$ cat src/rtl/frogger_pkg.sv
// Shared constants and types for the frog turn sequencer: FSM state encoding,
// default home-row geometry and per-attempt frame budgets.
package frogger_pkg;

    localparam int DEFAULT_HOME_Y         = 40;
    localparam int DEFAULT_HOME_X0        = 120;
    localparam int DEFAULT_HOME_X1        = 280;
    localparam int DEFAULT_HOME_X2        = 480;
    localparam int DEFAULT_TURN_FRAMES    = 600;
    localparam int DEFAULT_RESPAWN_FRAMES = 30;

    localparam int          NUM_SLOTS   = 3;
    localparam logic [1:0]  START_LIVES = 2'd3;
    localparam logic [1:0]  LAST_FROG   = 2'd2;
    localparam int          TIMER_W     = 10;

    typedef enum logic [2:0] {
        SPAWN,
        PLAY,
        HOME,
        DIED,
        WAIT,
        WIN,
        LOSE
    } frog_state_t;

    function automatic logic [NUM_SLOTS-1:0] slot_bit(input logic [1:0] idx);
        return 3'b001 << idx;
    endfunction

endpackage

$ cat src/rtl/frame_down_counter.sv
// Loadable frame down-counter that saturates at zero; used for both the
// per-attempt turn timer and the respawn delay.
module frame_down_counter #(
    parameter int WIDTH = 10
) (
    input  logic             clk,
    input  logic             load,
    input  logic [WIDTH-1:0] load_value,
    input  logic             dec,
    output logic [WIDTH-1:0] count,
    output logic             zero
);

    always_ff @(posedge clk) begin
        if (load) begin
            count <= load_value;
        end else if (dec && (count != '0)) begin
            count <= count - WIDTH'(1);
        end
    end

    assign zero = (count == '0);

endmodule

$ cat src/rtl/frog_turn_sequencer.sv
// Turn sequencer for a three-frog game: spawns frogs, times each attempt,
// records home arrivals and deaths, and decides win/lose.
module frog_turn_sequencer
    import frogger_pkg::*;
#(
    parameter int HOME_Y         = DEFAULT_HOME_Y,
    parameter int HOME_X0        = DEFAULT_HOME_X0,
    parameter int HOME_X1        = DEFAULT_HOME_X1,
    parameter int HOME_X2        = DEFAULT_HOME_X2,
    parameter int TURN_FRAMES    = DEFAULT_TURN_FRAMES,
    parameter int RESPAWN_FRAMES = DEFAULT_RESPAWN_FRAMES
) (
    input  logic                 frame_clk,
    input  logic                 game_restart,
    input  logic [10:0]          frog_x,
    input  logic [10:0]          frog_y,
    input  logic                 dead_frog,
    output logic [1:0]           active_frog,
    output logic                 spawn_frog,
    output logic                 frog_enable,
    output logic [NUM_SLOTS-1:0] home_slots,
    output logic [1:0]           frog_lives,
    output logic [TIMER_W-1:0]   turn_timer,
    output logic                 win_game,
    output logic                 lose_game
);

    frog_state_t state;

    logic                 home_row;
    logic [NUM_SLOTS-1:0] slot_hit;
    logic                 arrive;
    logic                 death;
    logic [1:0]           hit_slot;
    logic [1:0]           matched_slot;
    logic [NUM_SLOTS-1:0] slots_after_home;
    logic [1:0]           lives_after_death;

    logic                 turn_load;
    logic                 turn_dec;
    logic                 turn_zero;
    logic                 respawn_load;
    logic                 respawn_dec;
    logic [TIMER_W-1:0]   respawn_value;
    logic [TIMER_W-1:0]   respawn_count;
    logic                 respawn_zero;

    // Reaching the home row anywhere other than a free slot is fatal, and
    // death always outranks a simultaneous home arrival.
    always_comb begin
        home_row    = (frog_y == 11'(HOME_Y));
        slot_hit[0] = home_row && (frog_x == 11'(HOME_X0)) && !home_slots[0];
        slot_hit[1] = home_row && (frog_x == 11'(HOME_X1)) && !home_slots[1];
        slot_hit[2] = home_row && (frog_x == 11'(HOME_X2)) && !home_slots[2];
        arrive      = |slot_hit;
        death       = dead_frog || turn_zero || (home_row && !arrive);

        hit_slot = 2'd2;
        if (slot_hit[0]) begin
            hit_slot = 2'd0;
        end else if (slot_hit[1]) begin
            hit_slot = 2'd1;
        end

        slots_after_home  = home_slots | slot_bit(matched_slot);
        lives_after_death = (frog_lives == 2'd0) ? 2'd0 : frog_lives - 2'd1;
    end

    assign turn_load     = game_restart || (state == SPAWN);
    assign turn_dec      = (state == PLAY);
    assign respawn_load  = game_restart || (state == HOME) || (state == DIED);
    assign respawn_value = game_restart ? '0 : TIMER_W'(RESPAWN_FRAMES - 1);
    assign respawn_dec   = (state == WAIT) && (respawn_count != '0);

    frame_down_counter #(
        .WIDTH      (TIMER_W)
    ) u_turn_counter (
        .clk        (frame_clk),
        .load       (turn_load),
        .load_value (TIMER_W'(TURN_FRAMES)),
        .dec        (turn_dec),
        .count      (turn_timer),
        .zero       (turn_zero)
    );

    // Loaded with RESPAWN_FRAMES-1 so WAIT occupies exactly RESPAWN_FRAMES cycles.
    frame_down_counter #(
        .WIDTH      (TIMER_W)
    ) u_respawn_counter (
        .clk        (frame_clk),
        .load       (respawn_load),
        .load_value (respawn_value),
        .dec        (respawn_dec),
        .count      (respawn_count),
        .zero       (respawn_zero)
    );

    // frog_enable, win_game and lose_game track the state being entered, so
    // they are high exactly while the FSM sits in PLAY, WIN or LOSE. The
    // spawn pulse lands on the first PLAY cycle of each attempt.
    always_ff @(posedge frame_clk) begin
        if (game_restart) begin
            state        <= SPAWN;
            active_frog  <= 2'd0;
            spawn_frog   <= 1'b0;
            frog_enable  <= 1'b0;
            home_slots   <= '0;
            frog_lives   <= START_LIVES;
            win_game     <= 1'b0;
            lose_game    <= 1'b0;
            matched_slot <= 2'd0;
        end else begin
            spawn_frog <= 1'b0;
            unique case (state)
                SPAWN: begin
                    state       <= PLAY;
                    spawn_frog  <= 1'b1;
                    frog_enable <= 1'b1;
                end
                PLAY: begin
                    if (death) begin
                        state       <= DIED;
                        frog_enable <= 1'b0;
                    end else if (arrive) begin
                        state        <= HOME;
                        matched_slot <= hit_slot;
                        frog_enable  <= 1'b0;
                    end
                end
                HOME: begin
                    home_slots <= slots_after_home;
                    if (&slots_after_home) begin
                        state    <= WIN;
                        win_game <= 1'b1;
                    end else begin
                        state <= WAIT;
                        if (active_frog != LAST_FROG) begin
                            active_frog <= active_frog + 2'd1;
                        end
                    end
                end
                DIED: begin
                    frog_lives <= lives_after_death;
                    if (lives_after_death == 2'd0) begin
                        state     <= LOSE;
                        lose_game <= 1'b1;
                    end else begin
                        state <= WAIT;
                    end
                end
                WAIT: begin
                    if (respawn_zero) begin
                        state <= SPAWN;
                    end
                end
                WIN, LOSE: begin
                    frog_enable <= 1'b0;
                end
                default: begin
                    state       <= SPAWN;
                    frog_enable <= 1'b0;
                end
            endcase
        end
    end

    a_frog_index: assert property (@(posedge frame_clk) disable iff (game_restart)
        active_frog <= LAST_FROG);
    a_terminal_exclusive: assert property (@(posedge frame_clk) disable iff (game_restart)
        !(win_game && lose_game));
    a_no_move_when_over: assert property (@(posedge frame_clk) disable iff (game_restart)
        (win_game || lose_game) |-> !frog_enable);

endmodule

$ cat config.mk
export PLATFORM = sky130hd
export DESIGN_NAME = frog_turn_sequencer
export DESIGN_NICKNAME = d
export VERILOG_FILES = /design/src/rtl/frogger_pkg.sv /design/src/rtl/frame_down_counter.sv /design/src/rtl/frog_turn_sequencer.sv
export SDC_FILE = /design/constraint.sdc
export NUM_CORES = 1
export LEC_CHECK = 0
export BUFFER_PORTS_ARGS = -buffer_cell sky130_fd_sc_hd__buf_2
export CAP_MARGIN = 20
export CORE_ASPECT_RATIO = 0.6
export CORE_MARGIN = 5
export CORE_UTILIZATION = 41
export DETAILED_ROUTE_END_ITERATION = 16
export HOLD_SLACK_MARGIN = 0.03
export PLACE_DENSITY = 0.66
export SLEW_MARGIN = 20
export SYNTH_ARGS = -nofsm -noshare
export SYNTH_HDL_FRONTEND = slang
export SYNTH_SLANG_ARGS = --single-unit
$ cat constraint.sdc
create_clock -name frame_clk -period 2.2 [get_ports frame_clk]
set_input_delay 0.66 -clock frame_clk [delete_from_list [all_inputs] [get_ports frame_clk]]
set_output_delay 0.66 -clock frame_clk [all_outputs]
set_load 0.005 [all_outputs]
==> results of run 1 <==
[final timing paths]
kind                                      to                       start  cells past startpoint  slack [ns]
hold / removal                     lose_game                   lose_game                      2        0.48
setup / recovery             matched_slot[0]                   frog_y[7]                      6        0.06
setup reg to reg  u_respawn_counter.count[1]  u_respawn_counter.count[5]                      3        0.10
hold reg to reg                    lose_game                   lose_game                      2        0.48
[cell type report]
class	count	area [um2]
clock inverters	2	7.51
clock buffers	6	72.6
multi-input cells	152	1010
flip-flops and latches	36	821
fillers	442	2190
inverters	7	26.3
repair buffers	56	308
well taps	63	78.8
[worst reg2reg max path, cell delays in order, from the launching register on]
cell and delay, ns:
edfxtp_1 0.42, or4_1 0.56, or4b_1 0.55, a31o_4 0.32
[logic make-up after synthesis]
logic type      count (synthesis)
fa+ha+maj                       4
buf+inv                        14
xor+xnor                       14
simple gates                   96
mux                             2
flops                          36
compound gates                 36
[stage by stage]
stage          instance area, um2  total power, mW
2_1_floorplan                1890             1.10
3_3_place_gp                 2230             1.23
3_5_place_dp                 2230             1.24
4_1_cts                      2310             1.67
5_1_grt                      2320             1.78
6_report                     2320             1.66
[layer usage]
metal / vias up / wire, um
li1: 838 / -
met1: 691 / 2220
met2: 52 / 1480
met3: 2 / 260
met4: 0 / 19
met5: - / 0
[registers in the layout, summed over array words and instances, names as in the netlist]
| register | flops |
|---|---|
| active_frog | 2 |
| frog_enable | 1 |
| frog_lives | 2 |
| home_slots | 3 |
| lose_game | 1 |
| matched_slot | 2 |
| spawn_frog | 1 |
| state | 3 |
| u_respawn_counter.count | 10 |
| u_turn_counter.count | 10 |
| win_game | 1 |
[Yosys cell counts (all sizes together) (2+ instances only)]
cell type	instances
a2111oi	3
a211oi	2
a21oi	11
buf	2
clkbuf	5
dfxtp	26
edfxtp	10
ha	4
inv	7
nand2	11
nand2b	9
nand3	4
nand4	2
nand4b	2
nor2	34
nor3	12
nor3b	2
nor4	6
o2111ai	2
o21ai	6
o31ai	3
or2	2
or2b	2
or3	3
or4	3
or4b	2
xnor2	10
xor2	4
[power by group]
group	total [mW]	switching [mW]	internal, mW
Sequential	0.841	0.0751	0.766
Clock	0.433	0.217	0.216
Combinational	0.387	0.195	0.192
==> out/qor.yml, run 1 <==
logic_synthesis:
  async_flop_share: 0
  synth_top_cell_by_area: "dfxtp_1"
  netlist_instances: 202
  post_synth_num_cell_types: 49
  synth.area.mux_share: 0.0133
  ys_warn_count: 0
  synth_seq_area_share: 0.435
  ys.flop_type: "dfxtp_1"
  synth.avg_cell_area_um2: 9.34
  synthTopCellsByArea: "dfxtp_1 (28%), edfxtp_1 (16%), nor2_1 (6.8%), xnor2_1 (4.6%), nor3_1 (3.2%)"
  synth_seq_cells: 36
  synth_top_area_frac: 0.276
  synth_top_family_by_area: "simple AND/OR/NAND/NOR gates"
  yosys.area_share.simple: 0.284
  synth_area_um2: 1890
  synth_xor_xnor_area_share: 0.0650
  syn-num-nets: 231
  synthAdderAreaFrac: 0.0265
  synth_compound_area_frac: 0.139
  synth-edff-count: 10
clock_tree:
  cts.sinks: 36
  cts_buffers: 5
  cts_setup_buffers: 0
  ctsResizeCount: 0
  path_clk_slew_ns: 0.07
  hold_buffers: 0
  root_buffer: "clkbuf_8"
  cts_tree: "built"
  ctsHtreeMaxLevel: 2
  insertion_delay_ns: 0.28
  cts_buffer_depth: 2
die:
  ioPinCount: 46
  dieWidth_um: 97.6
  initial_utilization: 0.418
  dieArea_um2: 6100
  coreArea_um2: 4520
  row_count: 19
  die_h_um: 62.5
placement:
  placed_cells: 314
  numPortBuffers: 45
  place.gp.congestion: 0.789
  dp_hpwl_mm: 3.11
  pre_cts_ws_ns: -0.242
power:
  ir_drop_v: 0.000236
  power.leakage_nw: 0.883
  p_per_area_nw_per_um2: 714
setup_path:
  critPathCaptureType: "flop"
  worstSetupPathType: "primary input to flop"
  worstPathRequired_ns: 2.37
  cp_num_buf_inv: 1
  cp-start-kind: "primary input"
  crit_fanout: 3
  cp.arrival_ns: 2.31
  cp_top_family: "simple AND/OR/NAND/NOR gates"
  cp_slowest_cell: "or4_4"
  max_stage_delay_ns: 0.53
  path_cells: "buf_2 -> or4_4 -> nor4_4 -> nor3b_2 -> a21boi_2 -> mux2_4"
timing:
  period_share: 0.975
  setup_viol: 0
  setup_tns_ns: 0
  finClkSkew_ns: 0.00802
  slew_viol_final: 0
  hold_slack_ns: 0.480
  worst_slew_pin_slew_ns: 0.470
  hold_viol: 0
  period_needed_ns: 2.14
  max_clock_freq_ghz: 0.466
  max-slew-margin-rel: 0.686
  rsz0062_at_grt: "yes"
  layout_setup_ws_ns: 0.0561
min_path:
  hold_class: "flop to flop"
final_layout:
  nets: 287
  drive_above_1_share: 0.309
  area_growth_pct: 23.1
  mostFrequentLayoutCells: "buf_2 (45), nor2_1 (34), dfxtp_1 (26), nor3_1 (12)"
  final_common_cell: "buf_2"
  finalNonFillerCells: 322
  fin_util: 0.514
  antennaDiodeCount: 0
drt:
  drc: 0
  ant_nets: 0
  drt_first_pass_iters: 4
  vias_per_cell: 4.92
  routed_wirelength_mm: 3.98
  num_vias: 1583
  wl_per_cell_um: 12.4
  drtIter0Drc: 99
global_route:
  grt_pass1_vias: 1508
  gr-usage-met3: 0.0424
  grtUsageMet2: 0.187
  antenna_found_initial: 0
  grt_pass1_wl_mm: 7.08
  busiest_layer: "met1"
  grt_max_degree: 24
  grt_overflow: 0
  grt_usage: 0.139
  grt.met1_usage: 0.214
run:
  maxCapViolCount: 0
outcome:
  status: "finished, final reports clean"
Power figures use the tool's default switching activity.
==> run 2: changes to the inputs <==
--- a/config.mk
+++ b/config.mk
@@ -13,6 +13,7 @@
 export DETAILED_ROUTE_END_ITERATION = 16
 export HOLD_SLACK_MARGIN = 0.03
 export PLACE_DENSITY = 0.66
+export REMOVE_ABC_BUFFERS = 1
 export SLEW_MARGIN = 20
 export SYNTH_ARGS = -nofsm -noshare
 export SYNTH_HDL_FRONTEND = slang
==> out/qor.yml, run 2 (synthesis results as in run 1) <==
clock_tree:
  cts.sinks: 36
  path_clk_slew_ns: 0.07
  cts_buffers: 5
  ctsHtreeMaxLevel: 2
  insertion_delay_ns: 0.29
  cts_tree: "built"
  root_buffer: "clkbuf_8"
  cts_buffer_depth: 2
placement:
  place.gp.congestion: 0.773
  placed_cells: 318
  numPortBuffers: 45
  pre_cts_ws_ns: -0.217
  dp_hpwl_mm: 3.23
final_layout:
  reg.largest.list: "u_respawn_counter.count: 10 flops, u_turn_counter.count: 10 flops"
  area_growth_pct: 25.9
  antennaDiodeCount: 0
  mostFrequentLayoutCells: "buf_2 (45), nor2_1 (34), dfxtp_1 (26), buf_4 (15), nor3_1 (12)"
  final_common_cell: "buf_2"
  fin_util: 0.526
  drive_above_1_share: 0.319
  nets: 291
  finalNonFillerCells: 326
die:
  dieArea_um2: 6100
  initial_utilization: 0.418
  die_h_um: 62.5
  ioPinCount: 46
  coreArea_um2: 4520
  row_count: 19
  dieWidth_um: 97.6
power:
  power.leakage_nw: 0.917
  combPwrFrac: 0.224
  ir_drop_v: 0.000378
  switching_share: 0.282
  switchingPower_mw: 0.510
  clock_power_share: 0.314
  internal-power_mw: 1.30
  seqPwrFrac: 0.463
  p_per_area_nw_per_um2: 761
timing:
  slew_viol_final: 0
  setup_viol: 0
  period_share: 0.962
  max_clock_freq_ghz: 0.472
  setup_tns_ns: 0
  finClkSkew_ns: 0.00923
  layout_setup_ws_ns: 0.0831
  period_needed_ns: 2.12
  max-slew-margin-rel: 0.704
  hold_slack_ns: 0.468
  hold_viol: 0
  rsz0062_at_grt: "no"
  worst_slew_pin_slew_ns: 0.440
setup_path:
  crit_fanout: 10
  r2r-end: "u_respawn_counter.count[9]"
  worstSetupPathType: "flop to flop"
  critPathCaptureType: "flop"
  path_cells: "or4_1 -> or4b_1 -> a31o_4"
  cp.depth: 3
  cp_slowest_cell: "or4_1"
  rr_startpoint: "u_respawn_counter.count[6]"
  cp-start-kind: "flop"
  rr_worst_depth: 3
  cp_top_family: "simple AND/OR/NAND/NOR gates"
  worstPathRequired_ns: 2.23
  cp_num_buf_inv: 0
  max_stage_delay_ns: 0.59
  r2r_slack_ns: 0.08
  cp.arrival_ns: 2.15
drt:
  drt_first_pass_iters: 4
  drtIter0Drc: 67
  routed_wirelength_mm: 4.13
  drc: 0
  num_vias: 1646
  ant_nets: 0
  vias_per_cell: 5.05
  wl_per_cell_um: 12.7
global_route:
  grt_pass1_vias: 1504
  grtUsageMet2: 0.190
  grt_usage: 0.140
  gr-usage-met3: 0.0412
  busiest_layer: "met1"
  grt.met1_usage: 0.207
  grt_pass1_wl_mm: 6.99
  grt_max_degree: 14
  grt_overflow: 0
  antenna_found_initial: 0
min_path:
  hold_end: "lose_game"
  hold_depth: 2
  hold_class: "flop to flop"
  min-delay-start: "lose_game"
outcome:
  status: "finished, final reports clean"
run:
  maxCapViolCount: 0
run 2: changes by cell type in the layout (fill, tap and decap cells not counted):
| cell | delta |
|---|---|
| a21boi_1 | +1 |
| bufinv_16 | +1 |
| clkbuf_1 | -1 |
| buf_4 | +4 |
| a21boi_2 | -1 |
run 2: metal layers:
metal,vias to the layer above,routed length (um)
met5,-,0
met4,0,51
met3,8,195
met2,31,1650
met1,756,2230
li1,851,-
run 2: how the worst max path moves through the flow:
stage / startpoint / to
after floorplan: frog_y[7] / matched_slot[0]
after global placement: frog_y[7] / matched_slot[0]
after detailed placement: frog_y[7] / matched_slot[0]
after CTS: u_respawn_counter.count[6] / u_respawn_counter.count[9]
after global routing: u_respawn_counter.count[6] / u_respawn_counter.count[1]
final: u_respawn_counter.count[6] / u_respawn_counter.count[9]
run 2: final cells by class:
cell class | count | area (um2)
Fill cell | 434 | 2140
Multi-Input combinational cell | 152 | 1010
Sequential cell | 36 | 821
Timing Repair Buffer | 60 | 338
Tap cell | 63 | 78.8
Clock buffer | 5 | 68.8
Clock inverter | 3 | 37.5
Inverter | 7 | 26.3
run 2: worst min-delay path: stages (launching register included):
cell and delay [ns]:
dfxtp_1 0.33, nor2_1 0.04, nor2_1 0.06
run 2: stage by stage:
| step | instance area, um2 | power, mW |
|---|---|---|
| after floorplan | 1840 | 1.08 |
| after global placement | 2260 | 1.25 |
| after detailed placement | 2260 | 1.25 |
| after CTS | 2370 | 1.83 |
| after global routing | 2380 | 1.93 |
| final | 2380 | 1.81 |
run 2: repair_timing:
item	in CTS	in global routing
endpoints found under the setup margin	0	11
gates resized for setup	0	2
hold buffers	0	0
setup buffers	0	0
hold endpoints to repair	0	0
run 2: power groups by stage:
stage                     Clock, mW  Combinational, mW  Sequential [mW]
after detailed placement          0              0.404            0.849
after CTS                     0.586              0.405            0.836
after floorplan                   0              0.236            0.849
final                         0.568              0.405            0.837
after global routing          0.618              0.457            0.851
after global placement            0              0.398            0.848
